===== config.mk =====
export PLATFORM = sky130hd
export DESIGN_NAME = fanout_fork_buffered_flat
export DESIGN_NICKNAME = d
export VERILOG_FILES = /design/src/rtl/fanout_fork_buffered_pkg.sv /design/src/rtl/fanout_fork_buffered_if.sv /design/src/rtl/fanout_fork_buffered_ready_join.sv /design/src/rtl/fanout_fork_buffered.sv /design/src/flat_wrapper.sv
export SDC_FILE = /design/constraint.sdc
export NUM_CORES = 1
export LEC_CHECK = 0
export ABC_AREA = 1
export CORE_MARGIN = 2
export CORE_UTILIZATION = 40
export CTS_BUF_LIST = sky130_fd_sc_hd__clkbuf_8
export CTS_CLUSTER_SIZE = 24
export DETAILED_ROUTE_END_ITERATION = 6
export MAX_ROUTING_LAYER = met4
export PLACE_DENSITY_LB_ADDON = 0.15
export SYNTH_ARGS = -nofsm -noshare
export SYNTH_HDL_FRONTEND = slang
export SYNTH_HIERARCHICAL = 1
export SYNTH_SLANG_ARGS = --single-unit

===== constraint.sdc =====
create_clock -name clk -period 2.6 [get_ports clk]
set_input_delay 0.39 -clock clk [delete_from_list [all_inputs] [get_ports clk]]
set_output_delay 0.39 -clock clk [all_outputs]
set_load 0.01 [all_outputs]

===== src/rtl/fanout_fork_buffered_pkg.sv =====
// Shared types for the buffered fan-out fork: delivery modes and destination masks.
package fanout_pkg;

  localparam int NUM_OUT_MAX = 32;

  typedef logic [NUM_OUT_MAX-1:0] dest_mask_t;

  typedef enum logic {
    FORK_LOCKSTEP = 1'b0,
    FORK_EAGER    = 1'b1
  } fork_mode_e;

endpackage


===== src/rtl/fanout_fork_buffered_if.sv =====
// Token handshake bundle: one upstream valid/ready port and a shared-data broadcast port.
interface fanout_fork_buffered_if #(
  parameter int NUM_OUT = 7,
  parameter int DATA_W  = 17
);

  logic [DATA_W-1:0]  in_data;
  logic               in_valid;
  logic               in_ready;
  logic [DATA_W-1:0]  out_data;
  logic [NUM_OUT-1:0] out_valid;
  logic [NUM_OUT-1:0] out_ready;

  modport master (
    output in_data, in_valid, out_ready,
    input  in_ready, out_data, out_valid
  );

  modport slave (
    input  in_data, in_valid, out_ready,
    output in_ready, out_data, out_valid
  );

endinterface


===== src/rtl/fanout_fork_buffered_ready_join.sv =====
// Combinational per-channel valid generation and completion reduction for the held token.
import fanout_pkg::*;

module fanout_ready_join #(
  parameter int NUM_OUT = 7
) (
  input  logic [NUM_OUT-1:0] dest,
  input  logic [NUM_OUT-1:0] sent,
  input  logic [NUM_OUT-1:0] ready,
  input  logic               full,
  input  fork_mode_e         mode,
  output logic [NUM_OUT-1:0] valid,
  output logic               complete
);

  logic all_rdy;

  // Unselected channels behave as permanently ready so they never block the join.
  assign all_rdy = &(~dest | ready);

  always_comb begin
    valid = '0;
    if (full) begin
      if (mode == FORK_EAGER) valid = dest & ~sent;
      else                    valid = dest & {NUM_OUT{all_rdy}};
    end
  end

  assign complete = full & (&(~dest | sent | (valid & ready)));

endmodule


===== src/rtl/fanout_fork_buffered.sv =====
// One-deep token buffer broadcasting to a masked set of consumers, eager or lockstep.
// Tokens retire once every selected channel has taken them; stall_cnt counts held-token wait cycles.
import fanout_pkg::*;

module fanout_fork_buffered #(
  parameter int NUM_OUT = 7,
  parameter int DATA_W  = 17,
  parameter int CNT_W   = 16
) (
  input  logic                   clk,
  input  logic                   rst_n,
  input  logic                   flush,
  input  logic [NUM_OUT-1:0]     cfg_en,
  input  logic [NUM_OUT-1:0]     cfg_sel,
  input  logic                   cfg_eager,
  fanout_fork_buffered_if.slave  bus,
  output logic [CNT_W-1:0]       stall_cnt
);

  logic               full;
  logic [DATA_W-1:0]  data_q;
  logic [NUM_OUT-1:0] dest_q;
  logic [NUM_OUT-1:0] sent_q;
  fork_mode_e         mode_q;
  logic [CNT_W-1:0]   stall_q;

  logic [NUM_OUT-1:0] join_valid;
  logic               complete;
  logic               live;
  logic               accept;
  logic [NUM_OUT-1:0] fire;

  fanout_ready_join #(.NUM_OUT(NUM_OUT)) u_join (
    .dest     (dest_q),
    .sent     (sent_q),
    .ready    (bus.out_ready),
    .full     (full),
    .mode     (mode_q),
    .valid    (join_valid),
    .complete (complete)
  );

  // Reset and flush both silence the handshake for the cycle they are asserted.
  assign live          = rst_n & ~flush;
  assign bus.in_ready  = live & (~full | complete);
  assign bus.out_valid = live ? join_valid : '0;
  assign bus.out_data  = data_q;
  assign stall_cnt     = stall_q;

  assign accept = bus.in_valid & bus.in_ready;
  assign fire   = bus.out_valid & bus.out_ready;

  always_ff @(posedge clk) begin
    if (!rst_n) begin
      full    <= 1'b0;
      data_q  <= '0;
      dest_q  <= '0;
      sent_q  <= '0;
      mode_q  <= FORK_LOCKSTEP;
      stall_q <= '0;
    end else if (flush) begin
      full   <= 1'b0;
      sent_q <= '0;
    end else begin
      if (accept) begin
        full   <= 1'b1;
        data_q <= bus.in_data;
        dest_q <= cfg_en & cfg_sel;
        mode_q <= fork_mode_e'(cfg_eager);
        sent_q <= '0;
      end else if (complete) begin
        full   <= 1'b0;
        sent_q <= '0;
      end else begin
        sent_q <= sent_q | fire;
      end

      if (full && !complete && (stall_q != '1))
        stall_q <= stall_q + CNT_W'(1);
    end
  end

endmodule


===== src/flat_wrapper.sv =====
// flat-port wrapper written by rule: the top's interface ports become plain ports
module fanout_fork_buffered_flat 
#(
  parameter int NUM_OUT = 7,
  parameter int DATA_W  = 17,
  parameter int CNT_W   = 16
)
  (clk, rst_n, flush, cfg_en, cfg_sel, cfg_eager, stall_cnt, bus_in_data, bus_in_valid, bus_out_ready, bus_in_ready, bus_out_data, bus_out_valid);
  fanout_fork_buffered_if #(.NUM_OUT(NUM_OUT), .DATA_W(DATA_W)) bus_i ();
  input  logic clk;
  input  logic rst_n;
  input  logic flush;
  input  logic [NUM_OUT-1:0] cfg_en;
  input  logic [NUM_OUT-1:0] cfg_sel;
  input  logic cfg_eager;
  output logic [CNT_W-1:0] stall_cnt;
  input wire logic [$bits(bus_i.in_data)-1:0] bus_in_data;
  input wire logic [$bits(bus_i.in_valid)-1:0] bus_in_valid;
  input wire logic [$bits(bus_i.out_ready)-1:0] bus_out_ready;
  output wire logic [$bits(bus_i.in_ready)-1:0] bus_in_ready;
  output wire logic [$bits(bus_i.out_data)-1:0] bus_out_data;
  output wire logic [$bits(bus_i.out_valid)-1:0] bus_out_valid;
  assign bus_i.in_data = bus_in_data;
  assign bus_i.in_valid = bus_in_valid;
  assign bus_i.out_ready = bus_out_ready;
  assign bus_in_ready = bus_i.in_ready;
  assign bus_out_data = bus_i.out_data;
  assign bus_out_valid = bus_i.out_valid;
  fanout_fork_buffered #(.NUM_OUT(NUM_OUT), .DATA_W(DATA_W), .CNT_W(CNT_W)) u_core (.clk(clk), .rst_n(rst_n), .flush(flush), .cfg_en(cfg_en), .cfg_sel(cfg_sel), .cfg_eager(cfg_eager), .bus(bus_i), .stall_cnt(stall_cnt));
endmodule

==> results by group, run 1 <==
Die
  • Die W: 85.9 µm
  • Die H: around 86 µm
  • Starting density of the core: 41.7%
  • IO Count: 84
  • Core area: between 6000 and 7000 µm²
  • Rows: 29
  • Die area: approximately 7400 µm²

Pwr
  • Maximum vdd ir drop: about 0.21 mV
  • PD cells: 424 nW/µm²
  • Post-layout power: roughly 1600 µW
  • Lkg Pwr: ~0.0016 µW

Timing
  • Final setup vio count: 0
  • Final WS setup: between 0.1 and 0.15 ns
  • Post-layout min period: 2.48 ns
  • Final worst-path cycle share: between 90% and 100%
  • Fin. max-slew vios: 0
  • Max Freq: around 400 MHz
  • Clk_skew: ~0.0086 ns
  • Final Hold Viols: 0
  • Slew headroom: between 60 and 70%
  • Worst-margin pin slew: ~0.51 ns

Final layout
  • Layout area overhead: 44.9%
  • Antenna Cells: 0
  • Register Area: between 900 and 1000 µm²
  • Final nets: roughly 560
  • Layout Utilization: approximately three fifths
  • Final instance area: slightly below 4000 µm²
  • Area of the multi-input gates: between 1000 and 1500 µm²
  • Fill cells: 644
  • Layout cells sized above 1: a little over an eighth

Route
  • Routed WL per cell: about 12 µm
  • Vias per cell: 4.95
  • Drt first pass iters: 7
  • Highest metal used: met4
  • Routed via count: 2,917
  • Routed WL: 7080 µm
  • Initial drt markers: slightly above 90
  • Met3 wire len: just under 400 µm
  • Routed wl met2: around 3500 µm
  • # DRC: 7
  • Metal-1 WL: 3110 µm
  • Antenna Nets Post-Route: 0

Worst setup path
  • CP Max Fanout: 8
  • Setup crit start kind: input pin
  • Reg-to-reg setup timing slack: between 0.2 and 0.3 ns
  • Worst Reg2Reg Path Length in Cells: 17
  • Largest stage delay, worst path: just under 0.5 ns
  • CP Data Arrival Time: roughly 2.1 ns
  • CP bufs+invs: 5
  • Critical-path top delay cell: clkdlybuf4s50_1
  • Setup CP Type: in -> out
  • RR Endpoint: u_core/stall_cnt[8]$_SDFFE_PN0P_
  • Cell Chain, Critical Path: clkdlybuf4s50_1, nor2_1, nor2_2, nand2_2, nand2_4, nand3_2, nand2_2, nand2_1, inv_1, nand2_1, nor2_1, inv_1, nand2_2, inv_4, nor2_8, buf_6
  • Worst Setup End Kind: primary output
  • Cell family with most CP delay: simple AND/OR/NAND/NOR gates
  • Top cell by count, worst path: nand2_2
  • Critical Path RT: ~2.2 ns
  • R2R Path Start: u_core/mode_q$_SDFFE_PN0P_

Yosys
  • Sequential cell area fraction in the yosys report: between 30% and 40%
  • Count of state elements after synthesis: 49
  • Count leader, synth: nand2_1
  • Largest cells by area after synthesis: dfxtp_1 (37%), nand2_1 (15%), inv_1 (9.0%)
  • Area share of and/or/nand/nor cells after synthesis: 40.7%
  • Synth Flop Type: dfxtp_1
  • Syn. warnings: 6
  • Commonest cells in the synthesized netlist: nand2_1 (105), inv_1 (64), nor2_1 (54)
  • Adder-Cell Fraction of Synth Area: less than 1%
  • Cell area after synthesis: ~2700 µm²
  • Synth Area in Compound Gates: 7.47%
  • Cells after Synth: between 400 and 500
  • Syn Area/Cell: roughly 6.5 µm²
  • Number of synthesized flops with an enable pin: 0
  • Mux share of post-synthesis cell area: 0%
  • Top-area cell type share of the netlist area: a little over a third
  • Mapped Nets: about 460
  • Area leader, netlist: dfxtp_1
  • Unique cell type count in the Yosys netlist: 25
  • Main combinational cell family by area after synthesis: simple AND/OR/NAND/NOR gates
  • Post-synthesis xor/xnor area fraction: 0.654%
  • Async set-reset flop share out of synthesis: 0%

Placed design
  • Gpl congestion: ~0.84
  • Setup WS pre-CTS: -0.369 ns
  • IO Port Bufs: 83
  • Detail Placement HPWL: 5060 µm
  • Post-DP Area: between 3000 and 4000 µm²

Clocking
  • CTS Root Cell: clkbuf_8
  • Max Buffers Root-to-Sink: 2
  • Num Clock Sinks: 49
  • Clock transition at path regs: ~0.10 ns
  • Total CTS buffers: 5
  • Clk Latency, worst-skew pair: 0.31 ns
  • TritonCTS clock tree: done
  • H-tree Lvls: 2

Global routing
  • Largest net degree at the start of global routing: 27
  • GRT Residual Overflow: 0
  • First-pass GRT wire length: roughly 12,000 µm
  • Vias in the first global route: around 2,700
  • GRT Overall Usage: approximately a fifth
  • Initial antenna violation count: 0

Status
  • Status: finished with violations
  • Failing checks: design-rule violations

Worst hold path
  • Hold_sp: u_core/bus.out_data[0]$_SDFFE_PN0P_
  • Hold path cells: 2
  • Hold path endpoint: u_core/bus.out_data[0]$_SDFFE_PN0P_
  • Hold crit path type: reg -> reg

Job
  • Max-cap violations: 0
-- where the power goes --
part | internal, µW | total [µW] | leakage (µW) | switching [µW]
Sequential | 763 | 772 | 0.000396 | 9.02
Clock | 387 | 659 | 0.0000687 | 272
Combinational | 116 | 216 | 0.00114 | 100
Total | 1270 | 1650 | 0.00160 | 381
-- area by class of cell --
type / count / area share, %
clock buffers: 5 / 1.77
clock inverters: 3 / 1.77
inverters: 69 / 6.96
multi-input cells: 283 / 36.2
flip-flops and latches: 49 / 25.3
well taps: 77 / 2.48
repair buffers: 103 / 25.5
-- state kept, by name (all words and copies together) (netlist names) --
name / cells
u_core/bus.out_data: 17
u_core/stall_cnt: 16
u_core/sent_q: 7
u_core/mode_q: 1
u_core/dest_q: 7
u_core/full: 1
-- cell families (layout without fill, tap and decap cells) --
group | Yosys count | after routing
AND/OR/NAND/NOR | 240 | 240
buffers and inverters | 83 | 180
flip-flops | 49 | 49
AO/OA/AOI/OAI | 40 | 40
XOR/XNOR | 2 | 2
adder cells (fa/ha/maj) | 1 | 1
-- placed cells by master (no fill, tap or decap), types with 3 or more instances in the layout --
cell type,count
nand3_1,44
nor2_1,52
nor2_2,3
nand2_1,103
clkbuf_2,7
nor4_2,5
inv_4,3
inv_1,63
a21oi_1,40
nand4_1,8
buf_4,17
dlymetal6s2s_1,6
clkbuf_8,5
dfxtp_1,49
nand3_2,3
clkdlybuf4s50_1,69
nor3_1,7
nand2_2,5
-- through the flow --
| stage | TNS (ns) | std cells | hold slack (ns) |
|---|---|---|---|
| 2_1_floorplan | 0 | 415 | 0.439 |
| 3_3_place_gp | -7.94 | 579 | 0.446 |
| 3_5_place_dp | -10.06 | 579 | 0.451 |
| 4_1_cts | 0 | 587 | 0.467 |
| 5_1_grt | -0.0235 | 589 | 0.488 |
| 6_report | 0 | 589 | 0.463 |
-- repair_timing --
action	in CTS	in global routing
hold buffers	0	0
resized for setup	12	40
setup buffers	0	2
pin swaps	0	7
setup endpoints to repair	8	52
-- how the worst max path moves through the flow --
stage / from / end / depth (start not counted)
detailed placement: bus_out_ready[0] / bus_in_ready / 18
global route: bus_out_ready[2] / bus_in_ready / 16
finish: bus_out_ready[2] / bus_in_ready / 16
floorplan: bus_out_ready[3] / bus_in_ready / 17
CTS: bus_out_ready[0] / bus_in_ready / 18
global placement: bus_out_ready[0] / bus_in_ready / 18
-- worst register-to-register path, delay by kind of cell (launching register included) --
kind	cells	cell delay (ns)
buf+inv	5	0.51
flops	1	0.55
simple gates	12	1.19
-- layer usage --
| layer | GRT usage (%) | vias to the layer above |
|---|---|---|
| met3 | 4.43 | 10 |
| li1 | - | 1492 |
| met4 | 6.35 | 0 |
| met5 | - | - |
| met1 | 23.2 | 1324 |
| met2 | 33.9 | 91 |
(Power assumes the default switching activity.)
==> run 2, diff against run 1 <==
--- a/config.mk
+++ b/config.mk
@@ -6,7 +6,7 @@
 export NUM_CORES = 1
 export LEC_CHECK = 0
 export ABC_AREA = 1
-export CORE_MARGIN = 2
+export CORE_MARGIN = 8
 export CORE_UTILIZATION = 40
 export CTS_BUF_LIST = sky130_fd_sc_hd__clkbuf_8
 export CTS_CLUSTER_SIZE = 24
==> run 2 against run 1 <==
The flow now finishes without violations; critical path type is now reg -> out; largest power group unchanged; wire length increased by 12%; non-clock buffer count increased by 14; critical path depth decreased by 5; total power decreased by 8.2%; global-route usage decreased by 3.9 points; clock-buffer cell count increased by 1; sequential power about the same; clock power decreased by 24%; cell area increased by 3.4%; first-iteration DRC count increased by 56%.
==> results by group, run 2 (synthesis gave the netlist of run 1 again) <==
Clocking
  • Max Buffers Root-to-Sink: 2 (unchanged)
  • Total CTS buffers: 5 (unchanged)
  • Hold-fix buffers, CTS: 0 (unchanged)
  • CTS Root Cell: clkbuf_8 (unchanged)
  • H-tree Lvls: 2 (unchanged)
  • TritonCTS clock tree: done (unchanged)
  • Clock transition at path regs: 0.10 ns (about the same)
  • Num Clock Sinks: 49 (unchanged)
  • Clk Latency, worst-skew pair: 0.30 ns (was 0.31 ns)

Timing
  • Clk_skew: 0.00751 ns (was 0.00860 ns)
  • TNS Setup: 0 ns (unchanged)
  • Slew headroom: 54.6% (was 65.9%)
  • RSZ-0062 raised after global routing: false
  • Final setup vio count: 0 (unchanged)
  • Final worst-path cycle share: 92.1% (was 95.3%)
  • Worst-margin pin slew: 0.678 ns (was 0.510 ns)
  • Fin. max-slew vios: 0 (unchanged)
  • Post-layout min period: 2.39 ns (was 2.48 ns)
  • Final Hold Viols: 0 (unchanged)
  • Max Freq: 418 MHz (was 403 MHz)
  • Hold_ws: 0.465 ns (was 0.463 ns)

Die
  • Die H: 97.9 µm (was 85.9 µm)
  • IO Count: 84 (unchanged)
  • Starting density of the core: 40.3% (was 41.7%)
  • Rows: 30 (was 29)
  • Die W: 97.9 µm (was 85.9 µm)
  • Die area: 9580 µm² (was 7370 µm²)
  • Core area: 6640 µm² (was 6420 µm²)

Final layout
  • Register Area: 981 µm² (unchanged)
  • Layout Utilization: 60.4% (was 60.5%)
  • Highest-count cells in the layout ignoring fill and taps: nand2_1 (104), clkdlybuf4s50_1 (68), inv_1 (63), nor2_1 (51), dfxtp_1 (49) (was nand2_1 (103), clkdlybuf4s50_1 (69), inv_1 (63), nor2_1 (52), dfxtp_1 (49))
  • Commonest non-fill, non-tap cell in the layout: nand2_1 (unchanged)
  • Fill cells: 632 (was 644)
  • Layout cells sized above 1: 13.5% (was 13.3%)
  • Area of the multi-input gates: 1360 µm² (was 1410 µm²)
  • Max reg flops: 17 (unchanged)
  • Antenna Cells: 0 (unchanged)
  • Layout area overhead: 49.8% (was 44.9%)
  • Final nets: 569 (was 555)

Status
  • Status: finished, final reports clean (was finished with violations)

Pwr
  • PD cells: 377 nW/µm² (was 424 nW/µm²)
  • Maximum vdd ir drop: 0.218 mV (was 0.211 mV)
  • Lkg Pwr: 0.00171 µW (was 0.00160 µW)
  • Post-layout power: 1510 µW (was 1650 µW)

Worst setup path
  • CP Max Fanout: 7 (was 8)
  • CP bufs+invs: 4 (was 5)
  • R2R Path Start: u_core/dest_q[6]$_SDFFE_PN0P_ (was u_core/mode_q$_SDFFE_PN0P_)
  • CP Data Arrival Time: 2.00 ns (was 2.09 ns)
  • Cell Chain, Critical Path: nand2_1, nand2_1, nor2_2, nand2_2, nand2_4, clkinvlp_4, buf_4, nor4_2, inv_1, nor2_2, clkdlybuf4s15_2 (was clkdlybuf4s50_1, nor2_1, nor2_2, nand2_2, nand2_4, nand3_2, nand2_2, nand2_1, inv_1, nand2_1, nor2_1, inv_1, nand2_2, inv_4, nor2_8, buf_6)
  • Worst Reg2Reg Path Length in Cells: 22 (was 17)
  • Setup crit start kind: flip-flop (was input pin)
  • Critical Path RT: 2.21 ns (about the same)
  • Critical-path top delay cell: dfxtp_1 (was clkdlybuf4s50_1)
  • Setup CP Type: reg -> out (was in -> out)
  • Cell family with most CP delay: simple AND/OR/NAND/NOR gates (unchanged)
  • Worst Setup End Kind: primary output (unchanged)
  • Reg-to-reg setup timing slack: 0.33 ns (was 0.27 ns)
  • RR Endpoint: u_core/bus.out_data[1]$_SDFFE_PN0P_ (was u_core/stall_cnt[8]$_SDFFE_PN0P_)
  • Largest stage delay, worst path: 0.35 ns (was 0.49 ns)

Route
  • Antenna Nets Post-Route: 0 (unchanged)
  • # DRC: 0 (was 7)
  • Routed via count: 2,941 (was 2,917)
  • Vias per cell: 4.85 (was 4.95)
  • Drt first pass iters: 4 (was 7)
  • Routed WL per cell: 13.1 µm (was 12.0 µm)
  • Routed WL: 7950 µm (was 7080 µm)
  • Initial drt markers: 142 (was 91)

Worst hold path
  • Hold crit path type: reg -> reg (unchanged)
  • Hold_sp: u_core/bus.out_data[0]$_SDFFE_PN0P_ (unchanged)
  • Hold path endpoint: u_core/bus.out_data[0]$_SDFFE_PN0P_ (unchanged)
  • Hold path cells: 2 (unchanged)

Global routing
  • GRT Residual Overflow: 0 (unchanged)
  • Initial antenna violation count: 0 (unchanged)
  • Vias in the first global route: 2,747 (was 2,734)
  • Largest net degree at the start of global routing: 27 (unchanged)
  • First-pass GRT wire length: 12,500 µm (was 11,600 µm)
  • GRT Overall Usage: 16.0% (was 19.9%)

Placed design
  • IO Port Bufs: 83 (unchanged)
  • Gpl congestion: 0.861 (was 0.840)
  • Detail Placement HPWL: 5670 µm (was 5060 µm)

Job
  • Max-cap violations: 0 (unchanged)
==> run 2: cell types whose count changed in the layout (fill, tap and decap cells not counted), moves of 3 or more <==
| cell | delta |
|---|---|
| clkbuf_2 | -7 |
| clkbuf_16 | +3 |
| buf_4 | +7 |
| dlygate4sd2_1 | +5 |
| buf_6 | +3 |
| nor4_1 | +4 |
==> run 2: metal layers <==
metal / wire length, µm / track usage (%)
met1: 3520 / 18.0
met2: 4020 / 28.1
met3: 349 / 3.41
met4: 58 / 3.84
met5: 0 / -
==> run 2: worst max path at each step <==
| stage | start | to | slack (ns) | cells after the start |
|---|---|---|---|---|
| 2_1_floorplan | bus_out_ready[3] | bus_in_ready | 0.54 | 17 |
| 3_3_place_gp | bus_out_ready[6] | bus_in_ready | -0.33 | 18 |
| 3_5_place_dp | bus_out_ready[6] | bus_in_ready | -0.37 | 16 |
| 4_1_cts | bus_out_ready[6] | bus_in_ready | -0.19 | 17 |
| 5_1_grt | u_core/dest_q[0]$_SDFFE_PN0P_ | bus_in_ready | 0.04 | 17 |
| 6_report | u_core/dest_q[6]$_SDFFE_PN0P_ | bus_out_valid[6] | 0.21 | 11 |
==> run 2: layout make-up <==
type	count	share of cell area, %
multi-input combinational	283	34.0
timing repair buffer	117	29.9
sequential	49	24.4
inverter	69	6.73
tap	80	2.49
clock buffer	6	2.06
clock inverter	2	0.436
==> run 2: worst register-to-register path: stages (launching register included) <==
cell       delay, ns
dfxtp_1         0.35
nand2_1         0.09
nand2_1         0.07
nor2_2          0.11
nand2_2         0.07
nand2_4         0.10
buf_6           0.11
nand3_1         0.06
nand2_1         0.08
nand2_1         0.05
inv_1           0.05
nand2_1         0.04
nor2_1          0.10
inv_1           0.06
nand2_2         0.08
inv_4           0.05
nor2_8          0.09
buf_6           0.11
buf_12          0.10
nand2_8         0.08
clkbuf_16       0.21
nand2_1         0.06
a21oi_1         0.05
==> run 2: timing repair <==
item / 4_1_cts / 5_1_grt
resized for setup: 19 / 24
pin swaps: 0 / 7
endpoints found under the setup margin: 8 / 56
cloned: 0 / 3
setup buffers: 4 / 6
==> run 2: where the power goes <==
part           internal, µW  leakage [µW]  switching, µW
clock                   222     0.0000518            279
combinational           135       0.00126            105
sequential              763      0.000396           9.32
total                  1120       0.00171            393
==> run 2: through the flow <==
step | std cells | cell area, µm² | setup WS, ns
floorplan | 415 | 2680 | 0.540
global placement | 585 | 3670 | -0.330
detailed placement | 585 | 3670 | -0.367
CTS | 597 | 3810 | -0.192
global route | 606 | 4020 | 0.0420
finish | 606 | 4020 | 0.205
==> variant 1 (config.mk and constraints of run 2) <==
Reset style: asynchronous (`rst_n`), changed in one clocked block.
--- a/src/rtl/fanout_fork_buffered.sv
+++ b/src/rtl/fanout_fork_buffered.sv
@@ -50,7 +50,7 @@
   assign accept = bus.in_valid & bus.in_ready;
   assign fire   = bus.out_valid & bus.out_ready;
 
-  always_ff @(posedge clk) begin
+  always_ff @(posedge clk or negedge rst_n) begin
     if (!rst_n) begin
       full    <= 1'b0;
       data_q  <= '0;
Formal check against the unedited RTL: differs if rst_n is asserted again (counterexample within 4 cycles, from zero or initial values and one cycle with rst_n low); with rst_n held inactive, the same outputs for 10 cycles.
==> variant 1 against run 2 <==
Die area grew 2.7%. Utilization shrank 1.1 points. Setup slack lost 0.10 ns. Area after synthesis grew 3.2%. Final cell count shrank 4.1%. Routed wire length shrank 3.1%. First-iteration DRC count shrank 7.0%. Critical endpoint is now bus_in_ready. Via count shrank 5.6%. Final area shrank 0.19%. Sequential cell count is the same. Critical path type unchanged.
Power is not compared: it rests on default switching activity, and its combinational part moved more than twofold at a synthesized area within 25%.
==> variant 1: results (changes against run 2) <==
GRT Util Overall: 0.161 (+0.00144)
Max Clock Skew: 0.00481 ns (-0.00269 ns)
YS warnings: 6 (unchanged)
worst-path maximum fanout: 9 (+2)
synth cell count leaders: 171 x nand2_1, 51 x inv_1, 49 x dfrtp_1
final RePlAce weighted congestion: 0.938 (+9.0%)
synth top area cells: dfrtp_1 44%, nand2_1 23%, inv_1 6.9%, nor2_1 4.8%, nand3_1 2.7%
Post-DP HPWL: 5630 µm (-0.73%)
syn avg cell area: 6.98 µm² (+8.1%)
number of global-route vias before repair: 2788 (+1.5%)
Vias/cell: 4.78 (-1.6%)
status: complete, no violations
Seq/Total Area, Yosys: 0.443 (+0.0774)
worst min path class: primary input to async pin
nets@finish: 544 (-4.4%)
clock root cell: clkbuf_8
Post-Syn Nets: 440 (-4.1%)
FFs w/ async S/R, synth: 1.00 (+1.00)
Critical Path Start: u_core/mode_q
Iter 0 DRT Violations: 132 (-7.0%)
crit path DAT: 2.10 ns (+0.10 ns)
Clock Path Buffers: 2 (unchanged)
wire length per cell: 13.3 µm (+1.1%)
layout cells sized above 1: 0.160 (+0.0247)
largest net degree at the start of global routing: 50 (+85%)
Netlist cell types: 26 (+4.0%)
Finished Layout Cells: 581 (-4.1%)
first-pass GRT wire length: 12800 µm (+2.5%)
worst slew pin tran: 0.643 ns (-0.0353 ns)
Post-synth top flop: dfrtp_1
Inst Count DP: 569 (-2.7%)
==> variant 1: stage by stage <==
step | hold WS, ns | cell area, µm² | worst slack (ns) | power (mW)
3_5_place_dp | 0.464 | 3780 | -0.343 | 1.60
5_1_grt | 0.303 | 4010 | -0.0561 | 2.35
4_1_cts | 0.284 | 3880 | 0.0378 | 2.18
2_1_floorplan | 0.0944 | 2770 | 0.544 | 1.26
6_report | 0.241 | 4010 | 0.105 | 2.22
3_3_place_gp | 0.462 | 3780 | -0.279 | 1.59
==> variant 1: worst paths after layout <==
check,to,slack (ns),cells after the start
setup / recovery,bus_in_ready,0.11,14
hold / removal,u_core/stall_cnt[15],0.24,2
setup reg to reg,u_core/sent_q[1],0.22,17
hold reg to reg,u_core/bus.out_data[13],0.48,2
max in group asynchronous,u_core/mode_q,1.90,2
min in group clk,u_core/bus.out_data[13],0.48,2
==> variant 1: kinds of logic after synthesis <==
kind of cell / count (synthesis) / synth area share
compound gates: 21 / 0.0394
xor+xnor: 7 / 0.0222
fa+ha+maj: 1 / 0.00452
buf+inv: 63 / 0.103
flops: 49 / 0.443
simple gates: 255 / 0.387
==> variant 1: layout make-up <==
class	instances	area [µm²]
Clock buffer	6	82.6
Clock inverter	2	37.5
Fill cell	642	2750
Inverter	54	206
Multi-Input combinational cell	284	1340
Sequential cell	49	1230
Tap cell	80	100
Timing Repair Buffer	106	1010
==> variant 1: critical path: stages, from the launching register on <==
cell     delay [ns]
dfrtp_2        0.49
nand2_1        0.09
inv_1          0.06
nor3_1         0.30
nand3_2        0.12
nand2_1        0.07
nand2_1        0.05
inv_1          0.04
nand2_1        0.05
nor2_1         0.10
inv_1          0.07
nand2_2        0.07
inv_1          0.05
nor2_2         0.11
buf_2          0.15
==> variant 1: power groups by stage <==
| stage | logic, mW | clock network [mW] | registers [mW] |
|---|---|---|---|
| after detailed placement | 0.620 | 0 | 0.976 |
| after global routing | 0.746 | 0.627 | 0.979 |
| after global placement | 0.611 | 0 | 0.975 |
| after floorplan | 0.265 | 0 | 0.996 |
| after CTS | 0.621 | 0.598 | 0.962 |
| final | 0.679 | 0.580 | 0.961 |
==> variant 1: per-layer routing <==
metal | GRT usage | up-vias | part of all wire
met5 | - | - | 0
met4 | 0.0477 | 0 | 0.018
met3 | 0.0356 | 11 | 0.045
met2 | 0.279 | 69 | 0.50
met1 | 0.184 | 1282 | 0.43
li1 | - | 1413 | -
==> variant 1: what timing repair did <==
action                     4_1_cts  5_1_grt
setup endpoints to repair        8       40
gates resized for setup         11       44
setup buffers                    0        4
pin swaps                        0       10
==> variant 2 (config.mk and constraints of run 2) <==
Made on the original files. `DATA_W` is set to 17 in 3 places; all go to 15.
--- a/src/rtl/fanout_fork_buffered_if.sv
+++ b/src/rtl/fanout_fork_buffered_if.sv
@@ -1,7 +1,7 @@
 // Token handshake bundle: one upstream valid/ready port and a shared-data broadcast port.
 interface fanout_fork_buffered_if #(
   parameter int NUM_OUT = 7,
-  parameter int DATA_W  = 17
+  parameter int DATA_W  = 15
 );
 
   logic [DATA_W-1:0]  in_data;
--- a/src/rtl/fanout_fork_buffered.sv
+++ b/src/rtl/fanout_fork_buffered.sv
@@ -4,7 +4,7 @@
 
 module fanout_fork_buffered #(
   parameter int NUM_OUT = 7,
-  parameter int DATA_W  = 17,
+  parameter int DATA_W  = 15,
   parameter int CNT_W   = 16
 ) (
   input  logic                   clk,
--- a/src/flat_wrapper.sv
+++ b/src/flat_wrapper.sv
@@ -2,7 +2,7 @@
 module fanout_fork_buffered_flat 
 #(
   parameter int NUM_OUT = 7,
-  parameter int DATA_W  = 17,
+  parameter int DATA_W  = 15,
   parameter int CNT_W   = 16
 )
   (clk, rst_n, flush, cfg_en, cfg_sel, cfg_eager, stall_cnt, bus_in_data, bus_in_valid, bus_out_ready, bus_in_ready, bus_out_data, bus_out_valid);
Ports: changed (resized bus_in_data and bus_out_data); port bits go from 84 to 80. No check against the original RTL was run, so the function may have changed too.
==> variant 2 against run 2 <==
Final area decreased by 6.0%. Area after synthesis decreased by 1.8%. Sequential share of layout area increased by 0.49 points. Routed wire length decreased by 5.7%. Sequential cell count decreased by 2. Setup slack got worse by 0.052 ns. Power increased by 0.67%. Critical endpoint is now bus_in_ready. Largest power group unchanged.
==> variant 2: results (changes against run 2) <==
Leak Pwr: 1.65 nW (-3.5%)
clock root cell: clkbuf_8
largest net degree at the start of global routing: 25 (-7.4%)
hold endpoint: u_core/bus.out_data[1]
crit-path max cell delay: 0.36 ns
CP max-delay cell: dfxtp_1
H-tree levels: 2 (unchanged)
reg2reg setup slack: 0.26 ns (-0.07 ns)
Vias/cell: 4.78 (-1.5%)
TNS Setup: 0 ns (unchanged)
maximum vdd drop: 0.243 mV (+11%)
Clock Path Buffers: 2 (unchanged)
layout cells sized above 1: 0.124 (-0.0109)
worst min path class: flop to flop
syn avg cell area: 6.34 µm² (-1.8%)
CTS clock-pin slew for the worst setup and hold paths: 0.09 ns
Post-DP HPWL: 5620 µm (-0.94%)
number of global-route vias before repair: 2661 (-3.1%)
max reg flops: 16 (-1)
drt total wl: 7500 µm (-5.7%)
Iter 0 DRT Violations: 125 (-12%)
Pre-Repair DR Iteration Count: 4 (unchanged)
worst reg2reg path depth: 21 (-4.5%)
status: complete, no violations
YS warnings: 6 (unchanged)
post-route ant nets: 0 (unchanged)
FFs w/ async S/R, synth: 0 (unchanged)
Critical Path Start: u_core/dest_q[3]
worst-path maximum fanout: 5 (-2)
total CTS buffers: 5 (unchanged)
Max Clock Skew: 0.00679 ns (-0.000715 ns)
Inst Count DP: 579 (-1.0%)
via count: 2835 (-3.6%)
Critical R2R Capture: u_core/bus.out_data[2]
crit path DAT: 2.06 ns (+0.06 ns)
antenna diode count: 0 (unchanged)
port bufs: 79 (-4.8%)
final hold slack: 0.466 ns (+0.00166 ns)
Placed Instance Area: 3580 µm² (-2.5%)
synth top area cells: dfxtp_1 36%, nand2_1 16%, inv_1 10%, nand3_1 7.8%, a21oi_1 7.0%
first-pass GRT wire length: 12300 µm (-1.5%)
max_slew headroom: 0.663 (+0.117)
Netlist cell types: 25 (unchanged)
Place WS: -0.430 ns (-0.0632 ns)
GRT Util Overall: 0.156 (-0.00394)
hold path depth: 2 (unchanged)
Seq/Total Area, Yosys: 0.358 (-0.00843)
Post-Syn Nets: 457 (-0.44%)
nets@finish: 557 (-2.1%)
Worst-Skew Late Latency: 0.30 ns (about the same)
Hold Startpoint: u_core/bus.out_data[1]
synth cell count leaders: 115 x nand2_1, 70 x inv_1, 49 x nor2_1
final RePlAce weighted congestion: 0.824 (-4.3%)
initial antenna violation count: 0 (unchanged)
## variant 2: cell count changes in the layout (fill, tap and decap cells not counted), sizes merged, moves of 2 or more
cell	before	now
xor2	2	0
nand2	110	119
clkbuf	9	6
clkdlybuf4s50	68	64
buf	33	30
dfxtp	49	47
nor2	59	56
nand3	47	42
a21oi	40	38
inv	69	74
## variant 2: kinds of logic (layout without fill, tap and decap cells)
kind of cell / Yosys count / after routing / share of synthesized area
DFF: 47 / 47 / 0.358
and+or+nand+nor: 241 / 241 / 0.411
buffers and inverters: 88 / 189 / 0.153
adders and majority gates: 1 / 1 / 0.00475
AOI/OAI and AO/OA: 38 / 38 / 0.0737
## variant 2: per-layer routing
| layer | share of wire | global-route usage | wire length [µm] |
|---|---|---|---|
| met1 | 0.44 | 0.173 | 3280 |
| met2 | 0.51 | 0.273 | 3800 |
| met3 | 0.039 | 0.0327 | 289 |
| met4 | 0.016 | 0.0462 | 122 |
| met5 | 0 | - | 0 |
## variant 2: final cells by class
type / count / area [µm²]
sequential: 47 / 941
timing repair buffer: 107 / 1020
clock buffer: 6 / 82.6
multi-input combinational: 280 / 1310
tap: 77 / 96.3
clock inverter: 2 / 38.8
fill: 610 / 2570
inverter: 74 / 287
## variant 2: critical path, delay by kind of cell, from the launching register on
kind          cells  cell delay (ns)
simple gates     12             1.00
buf+inv           5             0.40
flops             1             0.36
## variant 2: how the worst max path moves through the flow
stage | end | slack (ns) | cells past startpoint
final | bus_in_ready | 0.15 | 17
after CTS | bus_out_valid[1] | 0.006 | 12
after detailed placement | bus_in_ready | -0.43 | 18
after floorplan | bus_in_ready | 0.52 | 17
after global routing | bus_in_ready | -0.02 | 17
after global placement | bus_in_ready | -0.40 | 18
## variant 2: repair_timing
item | CTS | global route
pin swaps | 0 | 6
resized for setup | 12 | 20
setup endpoints to repair | 8 | 50
setup buffers | 0 | 6
hold buffers | 0 | 0
## variant 2: power breakdown
part	leakage [nW]	switching (mW)	total [mW]	internal, mW
clock	0.0618	0.256	0.573	0.317
combinational	1.21	0.0957	0.210	0.114
sequential	0.380	0.00913	0.740	0.731
total	1.65	0.361	1.52	1.16
